==> config.mk <==
export PLATFORM = sky130hd
export DESIGN_NAME = l15_port_arbiter
export DESIGN_NICKNAME = d
export VERILOG_FILES = /design/src/rtl/l15_pkg.sv /design/src/rtl/l15_req_reg.sv /design/src/rtl/l15_port_arbiter.sv
export SDC_FILE = /design/constraint.sdc
export NUM_CORES = 1
export LEC_CHECK = 0
export ABC_AREA = 1
export CAP_MARGIN = 20
export CORE_AREA = 2 2 232 234
export CTS_CLUSTER_DIAMETER = 40
export DETAILED_ROUTE_END_ITERATION = 7
export DIE_AREA = 0 0 234 236
export PLACE_DENSITY = 0.5
export SYNTH_ARGS = -nofsm -noshare
export SYNTH_HDL_FRONTEND = slang
export SYNTH_SLANG_ARGS = --single-unit
==> constraint.sdc <==
create_clock -name clk -period 2.49 [get_ports clk]
set_input_delay 0.249 -clock clk [delete_from_list [all_inputs] [get_ports clk]]
set_output_delay 0.249 -clock clk [all_outputs]
set_load 0.03 [all_outputs]
==> src/rtl/l15_pkg.sv <==
// Shared types and L1.5 request-type encodings for the core's
// single transducer port.
package l15_pkg;

    typedef enum logic [1:0] {
        ARB_IDLE,
        ARB_REQ,
        ARB_RESP
    } arb_state_t;

    typedef enum logic {
        OWN_I,
        OWN_D
    } owner_t;

    localparam logic [4:0] RQ_LOAD  = 5'b00000;
    localparam logic [4:0] RQ_STORE = 5'b00001;
    localparam logic [4:0] RQ_IMISS = 5'b10000;

    localparam int L15_ADDR_W = 40;

endpackage

==> src/rtl/l15_req_reg.sv <==
// Request-field latch: captures the granted requester's fields on load
// and holds them stable for the L1.5 until the next grant.
module l15_req_reg
    import l15_pkg::*;
(
    input  logic                  clk,
    input  logic                  rst,
    input  logic                  load,
    input  logic [4:0]            rqtype,
    input  logic [2:0]            size,
    input  logic [L15_ADDR_W-1:0] address,
    input  logic [63:0]           data,
    output logic [4:0]            rqtype_q,
    output logic [2:0]            size_q,
    output logic [L15_ADDR_W-1:0] address_q,
    output logic [63:0]           data_q
);

    always_ff @(posedge clk) begin
        if (rst) begin
            rqtype_q  <= '0;
            size_q    <= '0;
            address_q <= '0;
            data_q    <= '0;
        end else if (load) begin
            rqtype_q  <= rqtype;
            size_q    <= size;
            address_q <= address;
            data_q    <= data;
        end
    end

endmodule

==> src/rtl/l15_port_arbiter.sv <==
// Shares the L1.5 transducer port between fetch (I) and data (D),
// one transaction in flight, data priority with fetch anti-starvation.
module l15_port_arbiter
    import l15_pkg::*;
#(
    parameter int REQ_ADDR_W     = 32,
    parameter int MEM_BURST_MAX  = 4,
    parameter int TIMEOUT_CYCLES = 1024
) (
    input  logic                  clk,
    input  logic                  rst,
    input  logic                  instr_l15_val,
    input  logic [4:0]            instr_l15_rqtype,
    input  logic [2:0]            instr_l15_size,
    input  logic [REQ_ADDR_W-1:0] instr_l15_address,
    input  logic [63:0]           instr_l15_data,
    input  logic                  instr_l15_req_ack,
    input  logic                  mem_l15_val,
    input  logic [4:0]            mem_l15_rqtype,
    input  logic [2:0]            mem_l15_size,
    input  logic [REQ_ADDR_W-1:0] mem_l15_address,
    input  logic [63:0]           mem_l15_data,
    input  logic                  mem_l15_req_ack,
    output logic                  l15_instr_header_ack,
    output logic                  l15_mem_header_ack,
    output logic                  l15_instr_val,
    output logic                  l15_mem_val,
    output logic                  l15_instr_ack,
    output logic                  l15_mem_ack,
    output logic [63:0]           l15_resp_data_0,
    output logic [63:0]           l15_resp_data_1,
    output logic [3:0]            l15_resp_returntype,
    output logic                  transducer_l15_val,
    output logic [4:0]            transducer_l15_rqtype,
    output logic [2:0]            transducer_l15_size,
    output logic [39:0]           transducer_l15_address,
    output logic [63:0]           transducer_l15_data,
    output logic                  transducer_l15_req_ack,
    input  logic                  l15_transducer_header_ack,
    input  logic                  l15_transducer_val,
    input  logic                  l15_transducer_ack,
    input  logic [63:0]           l15_transducer_data_0,
    input  logic [63:0]           l15_transducer_data_1,
    input  logic [3:0]            l15_transducer_returntype,
    output logic                  owner_is_mem,
    output logic                  fetch_stall,
    output logic                  timeout_err
);

    localparam int BW = (MEM_BURST_MAX < 1) ? 1 : $clog2(MEM_BURST_MAX + 1);
    localparam int WW = (TIMEOUT_CYCLES < 1) ? 1 : $clog2(TIMEOUT_CYCLES + 1);
    localparam logic [BW-1:0] BMAX = BW'(MEM_BURST_MAX);
    localparam logic [WW-1:0] TMAX = WW'(TIMEOUT_CYCLES);

    arb_state_t    state, state_nxt;
    owner_t        owner, owner_nxt;
    logic [BW-1:0] burst_cnt;
    logic [WW-1:0] wdog;
    logic [WW-1:0] wdog_inc;
    logic          grant_d;
    logic          grant_i;
    logic          load;
    logic          in_idle;
    logic          in_req;
    logic          in_resp;
    logic          own_d;
    logic          resp_in;
    logic          own_req_ack;

    assign in_idle     = (state == ARB_IDLE);
    assign in_req      = (state == ARB_REQ);
    assign in_resp     = (state == ARB_RESP);
    assign own_d       = (owner == OWN_D);
    assign resp_in     = l15_transducer_val || l15_transducer_ack;
    assign own_req_ack = own_d ? mem_l15_req_ack : instr_l15_req_ack;
    assign wdog_inc    = wdog + 1'b1;

    // Fetch overrides data only once D has taken BMAX grants over it.
    assign grant_d = mem_l15_val && !(instr_l15_val && burst_cnt == BMAX);
    assign grant_i = instr_l15_val && !grant_d;

    always_ff @(posedge clk) begin
        if (rst) begin
            state <= ARB_IDLE;
            owner <= OWN_I;
        end else begin
            state <= state_nxt;
            owner <= owner_nxt;
        end
    end

    always_comb begin
        state_nxt = state;
        owner_nxt = owner;
        load      = 1'b0;
        unique case (state)
            ARB_IDLE: begin
                if (grant_d || grant_i) begin
                    state_nxt = ARB_REQ;
                    owner_nxt = grant_d ? OWN_D : OWN_I;
                    load      = 1'b1;
                end
            end
            ARB_REQ: begin
                if (l15_transducer_header_ack) state_nxt = ARB_RESP;
            end
            ARB_RESP: begin
                if (resp_in && own_req_ack) state_nxt = ARB_IDLE;
            end
            default: state_nxt = ARB_IDLE;
        endcase
    end

    always_ff @(posedge clk) begin
        if (rst || !instr_l15_val) begin
            burst_cnt <= '0;
        end else if (in_idle && grant_i) begin
            burst_cnt <= '0;
        end else if (in_idle && grant_d && burst_cnt != BMAX) begin
            burst_cnt <= burst_cnt + 1'b1;
        end
    end

    // Flag lands on the same edge wdog reaches TMAX.
    always_ff @(posedge clk) begin
        if (rst) begin
            wdog        <= '0;
            timeout_err <= 1'b0;
        end else if (!in_resp) begin
            wdog <= '0;
        end else begin
            if (wdog != TMAX) wdog <= wdog_inc;
            if (TIMEOUT_CYCLES != 0 && wdog != TMAX && wdog_inc == TMAX)
                timeout_err <= 1'b1;
        end
    end

    l15_req_reg u_req_reg (
        .clk       (clk),
        .rst       (rst),
        .load      (load),
        .rqtype    (grant_d ? mem_l15_rqtype : instr_l15_rqtype),
        .size      (grant_d ? mem_l15_size : instr_l15_size),
        .address   (40'(grant_d ? mem_l15_address : instr_l15_address)),
        .data      (grant_d ? mem_l15_data : instr_l15_data),
        .rqtype_q  (transducer_l15_rqtype),
        .size_q    (transducer_l15_size),
        .address_q (transducer_l15_address),
        .data_q    (transducer_l15_data)
    );

    assign transducer_l15_val   = in_req;
    assign l15_instr_header_ack = in_req && !own_d && l15_transducer_header_ack;
    assign l15_mem_header_ack   = in_req && own_d && l15_transducer_header_ack;

    assign l15_instr_val = in_resp && !own_d && l15_transducer_val;
    assign l15_instr_ack = in_resp && !own_d && l15_transducer_ack;
    assign l15_mem_val   = in_resp && own_d && l15_transducer_val;
    assign l15_mem_ack   = in_resp && own_d && l15_transducer_ack;

    assign l15_resp_data_0     = in_resp ? l15_transducer_data_0 : '0;
    assign l15_resp_data_1     = in_resp ? l15_transducer_data_1 : '0;
    assign l15_resp_returntype = in_resp ? l15_transducer_returntype : '0;

    assign transducer_l15_req_ack = in_resp && resp_in && own_req_ack;

    assign owner_is_mem = !in_idle && own_d;
    assign fetch_stall  = mem_l15_val || owner_is_mem;

endmodule

==> results.tsv, run 1 <==
metric	value	unit
outcome	complete, no violations	
RSZ-0062 raised after global routing	no	
first-pass GRT wire length	49400	um
Area Growth Syn to Fin	102	%
final wirelength	34100	um
Iter 0 DRT Violations	382	
FP Rows	85	
wire length on met3	3000	um
Worst-path clk slew	0.06	ns
internal power	4.82	mW
Post-synth ARST share	0	%
Pleak	6.86	nW
Placer Congestion	0.893	
most frequent cell after synthesis	inv_1	
period utilization	95.8	%
I/O Buffers	595	
Final Hold Viols	0	
Critical Path Sink Type	primary output	
WL met2	16300	um
Reg2Reg Depth	10	
per-cell routed wire length	14.2	um
Period minus WS final	2.39	ns
CTS buffer count	17	
Vias/cell	3.70	
CTS tree	done	
maxcap violations	0	
core area	0.0531	mm^2
crit path launch type	flop	
Slew Viols, Final	0	
slowest stage cell, crit path	clkdlybuf4s50_1	
Nets	2055	
clk_skew	0.00983	ns
worst hold path class	flop to flop	
hold path cells	2	
CTS sink count	122	
Syn Area/Cell	6.25	um^2
# DRC	0	
Net Sw Frac	33.8	%
H-tree level count	4	
register area share after synthesis	34.4	%
Die Width	234	um
flop2flop setup slack	0.48	ns
fraction of layout cells with a size suffix above 1	3.91	%
clk buf depth	2	
switching pwr	2.46	mW
total global routing overflow	0	
Detailed Routing Iterations Pass 1	6	
clock root cell	clkbuf_16	
Finished Core Util	27.0	%
Crit Path Class	flop to primary output	
hold slack	0.464	ns
M1 wire length	14400	um
initial antenna violation count	5	
Comb pwr share	35.0	%
top post-synthesis cells by area	dfxtp_1, inv_1, nand2_1, o211ai_1, nor2_1	
CP Data Arrival Time	2.14	ns
post-DP HPWL	27100	um
initial core utilization	13.4	%
commonest cells in the netlist	inv_1, nand2_1, nor2_1	
Total GRT Usage	11.8	%
via count	8913	
vias in the first global route	8520	
share of the synthesized area in the top cell type	34.4	%
Hold Buf Count CTS	0	
total I/O pin count	604	
Worst Path Max Fanout	61	
top sig layer	met5	
largest net degree at the start of global routing	82	
Synth Register Bits	122	
largest stage delay on the critical path	0.71	ns
Post-Syn Instances	1137	
Least-Margin Pin Slew	0.779	ns
final setup fails	0	
Fmax	419	MHz
cell taking the most area after synthesis	dfxtp_1	
DIE HEIGHT	236	um
Fillers	5822	
sequential share of power	31.4	%
Synth Flop Type	dfxtp_1	
Multi-input gate area	0.00321	mm^2
setup TNS	0	ns
die area	0.0552	mm^2
Cell Area, Synth	0.00711	mm^2
Post-synth EDFFs	0	
synth unique cells	28	
CP Cell Sequence	inv_1, nand2_4, buf_12, nor3_1, clkdlybuf4s50_1	
Peak VDD IR	0.414	mV
clock latency on the worst-skew pair	0.44	ns
Worst slew margin	48.1	%
Reg area	0.00244	mm^2
YS warnings	0	
Diodes inserted	0	
WP data required	2.24	ns
Pwr Density	507	mW/mm^2
number of routed nets with antenna violations	0	
power share of the clock group	33.6	%
worst max-delay path: cells and delay by family (launching register included):
family                 cells  cell delay (ns)
buffers and inverters      3             1.05
and+or+nand+nor            2             0.31
DFF                        1             0.31
cell usage in the layout (no fill, tap or decap):
cell,n
a211oi_1,2
a21oi_1,10
and3_1,1
buf_12,7
buf_4,18
bufinv_16,1
clkbuf_1,1
clkbuf_16,17
clkbuf_8,3
clkdlybuf4s50_1,579
clkinv_2,6
clkinv_4,1
clkinvlp_4,5
conb_1,8
dfxtp_1,122
dlygate4sd2_1,2
dlymetal6s2s_1,12
ha_1,5
inv_1,267
nand2_1,245
nand2_2,2
nand2_4,2
nand3_1,115
nand4_1,4
nor2_1,158
nor2_4,2
nor3_1,6
o211ai_1,105
o21ai_0,3
o21ai_2,1
o21bai_1,1
or2_2,1
or2_4,1
xor2_1,1
power by group through the flow:
stage	registers (mW)	clock network (mW)	logic, mW
2_1_floorplan	2.71	0	0.878
3_3_place_gp	2.31	0	2.58
3_5_place_dp	2.32	0	2.58
4_1_cts	2.28	2.56	2.59
5_1_grt	2.31	2.63	2.74
6_report	2.28	2.44	2.55
timing repair:
action	CTS	global route
resized for setup	2	12
endpoints found under the setup margin	2	12
buffers inserted	0	0
final cells by class:
type | count | share of cell area, %
Multi-Input combinational cell | 673 | 22.4
Clock buffer | 21 | 3.28
Timing Repair Buffer | 618 | 43.5
Clock inverter | 11 | 0.672
Sequential cell | 122 | 17.0
Inverter | 269 | 7.06
Tap cell | 696 | 6.07
final timing paths:
path,to,startpoint
worst max-delay path,l15_mem_ack,state[0]
worst min-delay path,timeout_err,timeout_err
worst max register to register,u_req_reg.address_q[24],burst_cnt[0]
worst min register to register,timeout_err,timeout_err
metrics by stage:
stage	worst slack [ns]	instances	power, mW	instance area (um^2)
final	0.104	2410	7.27	14300
after detailed placement	0.371	2378	4.90	13700
after global routing	0.0000926	2410	7.69	14300
after global placement	0.390	2378	4.89	13700
after CTS	0.0204	2410	7.43	14300
after floorplan	0.806	1144	3.59	7130
logic make-up after synthesis:
logic type	after synthesis	share of synthesized area (%)
adder cells (fa/ha/maj)	5	0.880
AND/OR/NAND/NOR	537	31.1
other	1	0.0528
flip-flops	122	34.4
buffers and inverters	349	21.0
XOR/XNOR	1	0.123
AO/OA/AOI/OAI	122	12.4
metal layers:
| metal | global-route usage (%) | vias up |
|---|---|---|
| met5 | 0 | - |
| met4 | 3.13 | 10 |
| met3 | 4.04 | 29 |
| met2 | 20.1 | 320 |
| met1 | 13.8 | 3982 |
| li1 | - | 4572 |
state kept, by name (all words and copies together), names as in the netlist:
register,count
u_req_reg.address_q,32
u_req_reg.data_q,64
timeout_err,1
state,2
u_req_reg.size_q,3
burst_cnt,3
u_req_reg.rqtype_q,5
wdog,11
own_d,1
No activity file was read; power rests on OpenSTA's default activity.
==> run 2: changes to the inputs <==
--- a/config.mk
+++ b/config.mk
@@ -15,3 +15,4 @@
 export SYNTH_ARGS = -nofsm -noshare
 export SYNTH_HDL_FRONTEND = slang
 export SYNTH_SLANG_ARGS = --single-unit
+export TNS_END_PERCENT = 5
==> results of run 2 <==
Final layout, timing and power as in run 1 (identical DEF).
